File: src/rtl/proc_pkg.sv
// Shared definitions for the memory-stage access sequencer.
// Holds the sequencer state encoding, the default scalar/vector widths and
// the derived per-vector beat count and per-beat byte step.
package proc_pkg;

  localparam int V_W    = 128;          // vector width in bits
  localparam int N_W    = 32;           // scalar / memory data width in bits
  localparam int VBEATS = V_W / N_W;    // memory beats per vector access
  localparam int VSTEP  = N_W / 8;      // byte-address increment per beat

  typedef enum logic [1:0] {
    IDLE   = 2'd0,
    ACCESS = 2'd1,
    DONE   = 2'd2
  } mseq_state_t;

  // Beat counter width; a single-beat configuration still needs one bit.
  function automatic int beat_width(input int beats);
    return (beats > 1) ? $clog2(beats) : 1;
  endfunction

endpackage

File: src/rtl/mem_seq_ctrl_reg.sv
// Plain enabled register with asynchronous active-low clear.
// Ports:
//   clk_i    - clock, rising edge
//   rst_n_i  - asynchronous active-low reset (clears q_o)
//   en_i     - load d_i on the next rising edge
//   d_i      - data in
//   q_o      - registered data out
module mseq_register #(
  parameter int W = 32
) (
  input  logic         clk_i,
  input  logic         rst_n_i,
  input  logic         en_i,
  input  logic [W-1:0] d_i,
  output logic [W-1:0] q_o
);

  logic [W-1:0] data_q;

  always_ff @(posedge clk_i or negedge rst_n_i) begin
    if (!rst_n_i) begin
      data_q <= '0;
    end else if (en_i) begin
      data_q <= d_i;
    end
  end

  assign q_o = data_q;

endmodule

File: src/rtl/mem_seq_ctrl_vlane_buf.sv
// V-bit vector load buffer, written one N-bit lane per memory beat.
// next_o shows the buffer contents including this cycle's lane write, so the
// owner can capture a complete vector on the same edge as the final beat.
// Ports:
//   clk_i    - clock, rising edge
//   rst_n_i  - asynchronous active-low reset (clears all lanes)
//   we_i     - write lane lane_i with wdata_i this cycle
//   lane_i   - lane index (lane 0 = bits [N-1:0])
//   wdata_i  - lane write data
//   next_o   - buffer value after this cycle's write
module vlane_buf
  import proc_pkg::*;
#(
  parameter int V  = V_W,
  parameter int N  = N_W,
  parameter int BW = beat_width(V / N)
) (
  input  logic          clk_i,
  input  logic          rst_n_i,
  input  logic          we_i,
  input  logic [BW-1:0] lane_i,
  input  logic [N-1:0]  wdata_i,
  output logic [V-1:0]  next_o
);

  logic [V-1:0] buf_q;
  logic [V-1:0] buf_d;

  always_comb begin
    buf_d = buf_q;
    if (we_i) begin
      buf_d[int'(lane_i) * N +: N] = wdata_i;
    end
  end

  always_ff @(posedge clk_i or negedge rst_n_i) begin
    if (!rst_n_i) begin
      buf_q <= '0;
    end else begin
      buf_q <= buf_d;
    end
  end

  assign next_o = buf_d;

endmodule

File: src/rtl/mem_seq_ctrl.sv
// Memory-stage access sequencer. Sits between the execute/memory pipeline
// register outputs and a single-port N-bit data memory. Scalar accesses take
// one memory beat; V-bit vector accesses are split into V/N beats at
// ascending addresses (beat 0 <-> bits [N-1:0]) and loads are reassembled.
// The pipeline is held with stall until the access retires.
//
// Handshake: in ACCESS the strobe (mem_we or mem_re), mem_addr and mem_wdata
// are held stable until the memory returns mem_ready=1 in the same cycle; a
// beat completes on every clock edge where the strobe and mem_ready are both
// high. mem_we and mem_re are never high together.
//
// Ports:
//   clk, rst               - clock; asynchronous active-low reset
//   req_valid/req_wr/req_vec - access request, store/load, vector/scalar
//   address                - byte base address (aligned down to N/8 bytes)
//   wdata_s / wdata_v      - scalar / vector store data
//   mem_ready / mem_rdata  - memory completion and read data
//   mem_addr/mem_wdata/mem_we/mem_re - memory request
//   rdata_s / rdata_v      - last scalar / vector load result (held)
//   rdata_valid            - one-cycle pulse when a load retires
//   stall                  - freeze upstream pipeline registers
//   dbg_state              - current sequencer state
module mem_seq_ctrl
  import proc_pkg::*;
#(
  parameter int V = V_W,
  parameter int N = N_W
) (
  input  logic         clk,
  input  logic         rst,
  input  logic         req_valid,
  input  logic         req_wr,
  input  logic         req_vec,
  input  logic [N-1:0] address,
  input  logic [N-1:0] wdata_s,
  input  logic [V-1:0] wdata_v,
  input  logic         mem_ready,
  input  logic [N-1:0] mem_rdata,
  output logic [N-1:0] mem_addr,
  output logic [N-1:0] mem_wdata,
  output logic         mem_we,
  output logic         mem_re,
  output logic [N-1:0] rdata_s,
  output logic [V-1:0] rdata_v,
  output logic         rdata_valid,
  output logic         stall,
  output logic [1:0]   dbg_state
);

  localparam int BEATS = V / N;
  localparam int STEP  = N / 8;
  localparam int BW    = beat_width(BEATS);
  localparam logic [N-1:0] ALIGN_MASK = ~(N'(STEP) - N'(1));
  localparam logic [BW-1:0] LAST_VEC  = BW'(BEATS - 1);

  mseq_state_t   state_q;
  logic [BW-1:0] beat_q;
  logic          wr_q;
  logic          vec_q;
  logic [N-1:0]  wdata_s_q;
  logic [V-1:0]  wdata_v_q;
  logic [N-1:0]  rdata_s_q;
  logic [V-1:0]  rdata_v_q;
  logic          rdata_valid_q;

  logic [N-1:0]  base_q;
  logic [V-1:0]  vbuf_next;
  logic          accept;
  logic          beat_done;
  logic          last_beat;
  logic          lane_we;

  assign accept    = (state_q == IDLE) && req_valid;
  assign beat_done = (state_q == ACCESS) && mem_ready;
  assign last_beat = vec_q ? (beat_q == LAST_VEC) : 1'b1;
  assign lane_we   = beat_done && !wr_q && vec_q;

  // Base address is latched once on acceptance, aligned to a beat boundary.
  mseq_register #(.W(N)) u_base_reg (
    .clk_i   (clk),
    .rst_n_i (rst),
    .en_i    (accept),
    .d_i     (address & ALIGN_MASK),
    .q_o     (base_q)
  );

  vlane_buf #(.V(V), .N(N), .BW(BW)) u_vlane_buf (
    .clk_i   (clk),
    .rst_n_i (rst),
    .we_i    (lane_we),
    .lane_i  (beat_q),
    .wdata_i (mem_rdata),
    .next_o  (vbuf_next)
  );

  always_ff @(posedge clk or negedge rst) begin
    if (!rst) begin
      state_q       <= IDLE;
      beat_q        <= '0;
      wr_q          <= 1'b0;
      vec_q         <= 1'b0;
      wdata_s_q     <= '0;
      wdata_v_q     <= '0;
      rdata_s_q     <= '0;
      rdata_v_q     <= '0;
      rdata_valid_q <= 1'b0;
    end else begin
      case (state_q)
        IDLE: begin
          rdata_valid_q <= 1'b0;
          if (req_valid) begin
            wr_q      <= req_wr;
            vec_q     <= req_vec;
            wdata_s_q <= wdata_s;
            wdata_v_q <= wdata_v;
            beat_q    <= '0;
            state_q   <= ACCESS;
          end
        end
        ACCESS: begin
          if (mem_ready) begin
            if (last_beat) begin
              beat_q  <= '0;
              state_q <= DONE;
              if (!wr_q) begin
                // Result registers change only when a load retires, so they
                // hold the previous result through any later access.
                rdata_valid_q <= 1'b1;
                if (vec_q) begin
                  rdata_v_q <= vbuf_next;
                end else begin
                  rdata_s_q <= mem_rdata;
                end
              end
            end else begin
              beat_q <= beat_q + BW'(1);
            end
          end
        end
        DONE: begin
          // The request still visible here is the one retiring now.
          rdata_valid_q <= 1'b0;
          state_q       <= IDLE;
        end
        default: begin
          rdata_valid_q <= 1'b0;
          state_q       <= IDLE;
        end
      endcase
    end
  end

  always_comb begin
    mem_addr  = '0;
    mem_wdata = '0;
    mem_we    = 1'b0;
    mem_re    = 1'b0;
    stall     = 1'b0;
    case (state_q)
      IDLE: begin
        // The request cycle itself is stalled; gated so reset forces it low.
        stall = req_valid && rst;
      end
      ACCESS: begin
        stall    = 1'b1;
        mem_addr = base_q + N'(beat_q) * N'(STEP);
        mem_we   = wr_q;
        mem_re   = !wr_q;
        if (wr_q) begin
          mem_wdata = vec_q ? wdata_v_q[int'(beat_q) * N +: N] : wdata_s_q;
        end
      end
      default: begin
      end
    endcase
  end

  assign rdata_s     = rdata_s_q;
  assign rdata_v     = rdata_v_q;
  assign rdata_valid = rdata_valid_q;
  assign dbg_state   = state_q;

endmodule
File: config.mk
export PLATFORM = sky130hd
export DESIGN_NAME = mem_seq_ctrl
export DESIGN_NICKNAME = d
export VERILOG_FILES = /design/src/rtl/proc_pkg.sv /design/src/rtl/mem_seq_ctrl_reg.sv /design/src/rtl/mem_seq_ctrl_vlane_buf.sv /design/src/rtl/mem_seq_ctrl.sv
export SDC_FILE = /design/constraint.sdc
export NUM_CORES = 1
export LEC_CHECK = 0
export ABC_AREA = 1
export BUFFER_PORTS_ARGS = -buffer_cell sky130_fd_sc_hd__buf_2
export CORE_ASPECT_RATIO = 1.4
export CORE_MARGIN = 2
export CORE_UTILIZATION = 48
export CTS_BUF_LIST = sky130_fd_sc_hd__clkbuf_4
export DETAILED_ROUTE_END_ITERATION = 7
export GPL_TIMING_DRIVEN = 0
export PLACE_DENSITY = 0.78
export SLEW_MARGIN = 20
export SYNTH_ARGS = -nofsm -noshare
export SYNTH_HDL_FRONTEND = slang
export SYNTH_SLANG_ARGS = --single-unit
File: constraint.sdc
create_clock -name clk -period 2.25 [get_ports clk]
set_input_delay 0.225 -clock clk [delete_from_list [all_inputs] [get_ports clk]]
set_output_delay 0.225 -clock clk [all_outputs]
set_load 0.1 [all_outputs]
==> metrics.cfg, run 1 <==
[layout]
highest_count_cells_in_the_layout_ignoring_fill_and_taps = sky130_fd_sc_hd__nand2_1 (1005), sky130_fd_sc_hd__dfrtp_1 (481), sky130_fd_sc_hd__buf_2 (477)
drive_above_1_share = 0.324
n_fill_cell = 3246
area_growth_syn_to_layout_pct = 41.6
final_nets = 3803
commonest_non_fill_non_tap_cell_in_the_layout = sky130_fd_sc_hd__nand2_1
post_layout_nonfiller_instances = 4283
final_core_util = 0.688

[logic_synthesis]
netlist_area_um2 = 22800
synth_cells = 2726
synth_cell_type_count = 27
synth_sequential_area_ratio = 0.533
postSynthRegisterBits = 485
postSynthAreaPerCell_um2 = 8.36
synthesis.yosys.warnings = 0

[clock_network]
tritoncts_num_sinks = 485
clkSlewWorstSetupHoldPaths_ns = 0.07
max_clock_buf_depth = 3
tritoncts.num_buffers = 114
htree_num_levels = 3
tritoncts_clock_tree = yes
cts-root-buf = sky130_fd_sc_hd__clkbuf_4
clkLatencyLatePin_ns = 0.91

[route]
drt-wirelength-per-cell_um = 22.3
dr_total_vias = 24300
initial_drc_count = 2478
postRouteAntennaNets = 0
drc_violation_count_after_routing = 0
drtPass1Iterations = 5
via_density_per_instance = 5.66
wl_mm = 95.6

[placed_design]
total_half_perimeter_wirelength_after_legalization_and_detailed_placement_mm = 56.8
port_buffers = 455
dp.cells = 3811
gpl_congestion = 0.938

[pwr]
power.static_leakage_nw = 16.8
vdd.ir_drop.worst_uv = 1290
power.density_nw_per_um2 = 1490
p_total_mw = 47.9

[run_status]
violations = hold timing, setup timing
outcome = finished, violations left

[timing]
max_slew_margin = 0.471
layout_min_cycle_time_ns = 3.23
clock-skew-final_ns = 0.0471
worst_hold_slack_ns = -0.663
timing.fmax_mhz = 310
crit_path_setup_slack_layout_ns = -0.979
hold_viol = 283
setup-violations-final = 342
fin_tns_setup_ns = -162.36
worst-slew-pin-transition_ns = 0.793
period_share = 1.44
final_max_slew_viol_count = 0
rsz0062_at_grt = yes

[floorplanning]
initial_utilization = 0.486
core_area_um2 = 46900
die_height_um = 262
row_count = 94
die_w_um = 188
design.die.area_um2 = 49300
io_pins = 460

[worst_hold_path]
timing.hold.worst.class = in -> async

[global_routing]
grt_antenna_before_repair = 3
gr-usage-all-layers = 0.368
vias_in_the_first_global_route = 24400
grt_overflow_total = 0
grt_first_pass_wirelength_mm = 138
grt.met2_usage = 0.616
grt_util_met1 = 0.392
gr-max-usage-layer = met2
grt_start_max_net_pins = 102
gr-usage-met3 = 0.0919

[setup_path]
cp_max_fo = 6
reg2reg_slack_ns = -0.64
critPathCaptureType = output pin
cp-start-kind = flip-flop
critical_path_required_ns = 2.03
timing.rr.end = rdata_v[18]$_DFFE_PN0P_
worstReg2RegStart = beat_q[0]$_DFFE_PN0P_
crit_type = reg -> out
timing.reg2reg.worst_path_depth = 15
worstPathArrival_ns = 3.00

[job]
max_cap_violations = 0

[state kept, by name (all words and copies together), names as in the netlist]
name	cells
wdata_v_q	128
rdata_valid	1
u_vlane_buf.buf_q	128
rdata_s	32
vec_q	1
wr_q	1
wdata_s_q	32
rdata_v	128
dbg_state	2
beat_q	2
u_base_reg.q_o	30
[per-layer routing]
metal,wire (um),vias to the layer above
met5,23,-
met4,9310,4
met3,9800,627
met2,44800,1910
met1,31600,11300
li1,-,10400
[report_power, final]
part           leakage [nW]  switching [mW]  total (mW)  internal [mW]
sequential             6.26            2.28        13.6           11.3
clock                 0.863            3.98        7.61           3.63
combinational          9.68            18.4        26.7           8.29
total                  16.8            24.7        47.9           23.2
[cells by family (layout without fill, tap and decap cells)]
| kind of cell | count (synthesis) | after routing | share of synthesized area |
|---|---|---|---|
| xor+xnor | 5 | 5 | 0.00192 |
| simple gates | 1443 | 1443 | 0.253 |
| flops | 485 | 485 | 0.533 |
| compound gates | 266 | 266 | 0.0603 |
| fa+ha+maj | 9 | 9 | 0.00527 |
| buf+inv | 347 | 1276 | 0.0630 |
| mux | 170 | 170 | 0.0840 |
| other cells | 1 | 5 | 0.000165 |
[cells in the mapped netlist (all sizes together)]
cell type / number / area, um^2
xnor2: 2 / 17.5
nand3: 49 / 245
conb: 1 / 3.75
a21oi: 32 / 160
dfrtp: 485 / 12100
nand3b: 2 / 15.0
o22ai: 32 / 200
nor3: 1 / 10.0
mux2: 170 / 1910
xor2: 3 / 26.3
fa: 1 / 20.0
nand2: 1035 / 3890
buf: 116 / 568
o31ai: 1 / 7.51
ha: 8 / 100
nor2: 260 / 996
inv: 172 / 646
o21ai: 201 / 1010
nand4: 96 / 601
clkbuf: 59 / 221
[through the flow]
step	setup WS (ns)	area, um^2	hold WS [ns]
after global routing	-1.12	32300	-0.682
final	-0.979	32300	-0.663
after global placement	-9.77	26100	0.456
after detailed placement	-1.23	26200	0.260
after floorplan	-0.277	23000	-0.0706
after CTS	-0.894	31800	-0.728
[timing repair]
item | 4_1_cts | 5_1_grt
gates resized for setup | 501 | 110
hold buffers | 225 | 4
hold endpoints to repair | 801 | 296
buffers inserted | 24 | 10
pin swaps | 25 | 35
endpoints found under the setup margin | 321 | 327
cloned | 1 | 0
[worst max-delay path, cell delays in order, from the launching register on]
cell                      delay, ns
sky130_fd_sc_hd__dfrtp_4       0.55
sky130_fd_sc_hd__ha_4          0.29
sky130_fd_sc_hd__nand3_1       0.12
sky130_fd_sc_hd__nand2_4       0.16
sky130_fd_sc_hd__inv_4         0.06
sky130_fd_sc_hd__nor2_4        0.20
sky130_fd_sc_hd__buf_4         0.16
sky130_fd_sc_hd__inv_1         0.06
sky130_fd_sc_hd__a21oi_4       0.26
sky130_fd_sc_hd__buf_12        0.22
[final cells by class]
class	instances	area (um^2)	area share
timing repair buffer	723	5950	0.185
antenna	3	7.51	0.000233
sequential	485	12100	0.376
multi-input combinational	1895	10100	0.312
inverter	172	707	0.0219
clock buffer	152	1140	0.0354
clock inverter	56	338	0.0105
buffer	173	1110	0.0345
tap	624	781	0.0242
[worst max-delay path by stage]
stage / endpoint / startpoint / slack (ns) / cells past startpoint
2_1_floorplan: mem_addr[29] / beat_q[1]$_DFFE_PN0P_ / -0.28 / 9
3_3_place_gp: dbg_state[0]$_DFFE_PN0P_ / rst / -9.77 / 1
3_5_place_dp: rdata_v[86]$_DFFE_PN0P_ / beat_q[1]$_DFFE_PN0P_ / -1.23 / 13
4_1_cts: mem_wdata[13] / beat_q[0]$_DFFE_PN0P_ / -0.89 / 8
5_1_grt: mem_wdata[22] / beat_q[0]$_DFFE_PN0P_ / -1.12 / 6
6_report: mem_addr[13] / beat_q[1]$_DFFE_PN0P_ / -0.98 / 9
Power figures use the tool's default switching activity.
==> inputs of run 2 (changes only) <==
Settings changed: ABC_AREA 1 to not set, GPL_ROUTABILITY_DRIVEN set to 0, PLACE_DENSITY 0.78 to 0.79.
==> metrics.cfg, run 2 <==
[run_status]
outcome = finished, violations left
violations = setup timing

[layout]
commonest_non_fill_non_tap_cell_in_the_layout = sky130_fd_sc_hd__nand2_1
drive_above_1_share = 0.471
area_growth_syn_to_layout_pct = 61.2
highest_count_cells_in_the_layout_ignoring_fill_and_taps = sky130_fd_sc_hd__nand2_1 (608), sky130_fd_sc_hd__dfrtp_1 (475), sky130_fd_sc_hd__buf_2 (404)
multi_input_comb_area_um2 = 10600
n_fill_cell = 2108
final_nets = 3181
sequential_cell_area_um2 = 12200

[global_routing]
gr-usage-all-layers = 0.344
grt_antenna_before_repair = 7
grt_overflow_total = 0
grt_start_max_net_pins = 104
vias_in_the_first_global_route = 21400
grt_first_pass_wirelength_mm = 120

[logic_synthesis]
synth_cell_type_count = 38
number_of_flops_mapped_to_enable_cells_by_yosys = 0
yosysTopAreaCell = sky130_fd_sc_hd__dfrtp_1
synthArstFlopShare = 1.00
area_share_of_the_largest_cell_type_after_synthesis = 0.578
synth_sequential_area_ratio = 0.578
postSynthRegisterBits = 485
synth_area_leaders = sky130_fd_sc_hd__dfrtp_1 (58%), sky130_fd_sc_hd__nand2_1 (13%), sky130_fd_sc_hd__mux2_2 (8.6%)
netlist_area_um2 = 21000
synth_cells = 1980
postSynthAreaPerCell_um2 = 10.6
post-synth-top-count-cell = sky130_fd_sc_hd__nand2_1
synthTopCellsByCount = sky130_fd_sc_hd__nand2_1 (714), sky130_fd_sc_hd__dfrtp_1 (485), sky130_fd_sc_hd__mux2i_1 (161)
dominantRegCellSynth = sky130_fd_sc_hd__dfrtp_1
synthesis.yosys.warnings = 0

[route]
drt-wirelength-per-cell_um = 26.7
wl_mm = 95.5
dr_total_vias = 21300
drc_violation_count_after_routing = 0
postRouteAntennaNets = 0
via_density_per_instance = 5.93
initial_drc_count = 2091
drtPass1Iterations = 6

[placed_design]
dp_worst_setup_slack_ns = -0.971
port_buffers = 455
total_half_perimeter_wirelength_after_legalization_and_detailed_placement_mm = 45.0

[clock_network]
clkSlewWorstSetupHoldPaths_ns = 0.10
htree_num_levels = 3
cts-root-buf = sky130_fd_sc_hd__clkbuf_4
tritoncts.num_buffers = 112
clkLatencyLatePin_ns = 0.88
max_clock_buf_depth = 3
tritoncts_num_sinks = 485
tritoncts_clock_tree = yes

[timing]
max_slew_margin = 0.430
worst_hold_slack_ns = 0.0969
crit_path_setup_slack_layout_ns = -1.43
final_max_slew_viol_count = 0
hold_viol = 0
worst-slew-pin-transition_ns = 0.856
clock-skew-final_ns = 0.0947
rsz0062_at_grt = yes
timing.fmax_mhz = 272
fin_tns_setup_ns = -102.86
period_share = 1.64
setup-violations-final = 376
layout_min_cycle_time_ns = 3.68

[worst_hold_path]
timing.hold.worst.class = in -> reg
min_delay_worst_endpoint = u_base_reg.q_o[20]$_DFFE_PN0P_
hold_path.startpoint = address[20]
whs_path_depth = 4

[pwr]
power.density_nw_per_um2 = 1390
power.static_leakage_nw = 16.9
vdd.ir_drop.worst_uv = 747

[setup_path]
cp_max_fo = 6
critical_path.n_buffers_inverters = 2
crit_type = reg -> out
worstReg2RegStart = beat_q[0]$_DFFE_PN0P_
cp-start-kind = flip-flop
timing.rr.end = rdata_v[14]$_DFFE_PN0P_
timing.reg2reg.worst_path_depth = 13
delay_of_the_slowest_critical_path_stage_ns = 0.51
critical-path-slowest-cell = sky130_fd_sc_hd__or4_4
cp_common_cell = sky130_fd_sc_hd__or4_4
critical_path_required_ns = 2.03
critPathCaptureType = output pin
worstPathCellList = ha_4 > fa_2 > nand4_1 > or4_4 > buf_4 > or4_4 > a21oi_4 > buf_12
worstPathArrival_ns = 3.46
timing.critical_path.max_delay_family = simple AND/OR/NAND/NOR gates
reg2reg_slack_ns = -0.40

[floorplanning]
die_w_um = 181
io_pins = 460
initial_utilization = 0.487
core_area_um2 = 43100
design.die.area_um2 = 45500
row_count = 90
die_height_um = 252

[job]
max_cap_violations = 0

-- run 2: cell count changes in the layout (fill, tap and decap cells not counted), sizes merged, moves of 39 or more --
cell   previous run  this run
o21ai           201        14
nand3            49        10
nand4            96         9
mux2i             0       161
nor2            260        47
buf             618       662
nand2          1035       714
-- run 2: per-stage QoR --
stage | util | cells | total power [mW] | instance area [um^2]
global route | 0.785 | 3579 | 48.5 | 33900
global placement | 0.571 | 2988 | 30.2 | 24600
floorplan | - | 1981 | 26.7 | 21700
detailed placement | 0.574 | 2993 | 30.7 | 24800
CTS | 0.710 | 3462 | 40.7 | 30600
finish | 0.785 | 3583 | 47.2 | 33900
-- run 2: how the worst max path moves through the flow --
stage	start	slack, ns	cells after the start	end
2_1_floorplan	beat_q[0]$_DFFE_PN0P_	-0.63	8	mem_addr[22]
3_3_place_gp	rst	-9.93	1	dbg_state[0]$_DFFE_PN0P_
3_5_place_dp	beat_q[0]$_DFFE_PN0P_	-0.97	9	rdata_v[125]$_DFFE_PN0P_
4_1_cts	u_base_reg.q_o[2]$_DFFE_PN0P_	-1.25	8	mem_addr[28]
5_1_grt	beat_q[0]$_DFFE_PN0P_	-1.47	8	mem_addr[26]
6_report	beat_q[0]$_DFFE_PN0P_	-1.43	8	mem_addr[26]
-- run 2: final cells by class --
type,count,area share
buffer,107,0.0268
clock inverter,32,0.00473
sequential,485,0.359
inverter,135,0.0154
timing repair buffer,856,0.223
clock buffer,161,0.0357
tap,552,0.0204
antenna,10,0.000739
multi-input combinational,1245,0.314
-- run 2: tightest hold or removal path, stage by stage --
cell                            delay, ns
sky130_fd_sc_hd__dlygate4sd3_1       0.52
sky130_fd_sc_hd__buf_2               0.10
sky130_fd_sc_hd__nand2_1             0.05
sky130_fd_sc_hd__nand2_1             0.05
-- run 2: cell families (layout without fill, tap and decap cells) --
group,after synthesis,in the layout,synth area share
xor gates and xnor gates,9,9,0.00375
adders and majority gates,9,9,0.00572
and+or+nand+nor,826,826,0.157
buffers and inverters,251,1291,0.0468
AOI/OAI and AO/OA,46,46,0.0124
other,1,12,0.000178
DFF,485,485,0.578
muxes,353,353,0.197
-- run 2: report_power, final --
part / leakage (nW) / switching (mW) / internal [mW]
logic: 10.3 / 16.5 / 9.24
registers: 5.87 / 2.44 / 11.7
clock network: 0.813 / 3.98 / 3.30
-- run 2: repair_timing --
item,in CTS,in global routing
hold buffers,232,1
hold endpoints to repair,808,228
pin swaps,26,83
setup endpoints to repair,491,521
setup buffers,40,109
resized for setup,419,601
gates cloned,6,14
-- run 2: metal layers --
layer | routed length [um] | track usage
met5 | 15 | 0
met1 | 30000 | 0.369
met4 | 10000 | 0.262
met2 | 46500 | 0.589
met3 | 8910 | 0.0805
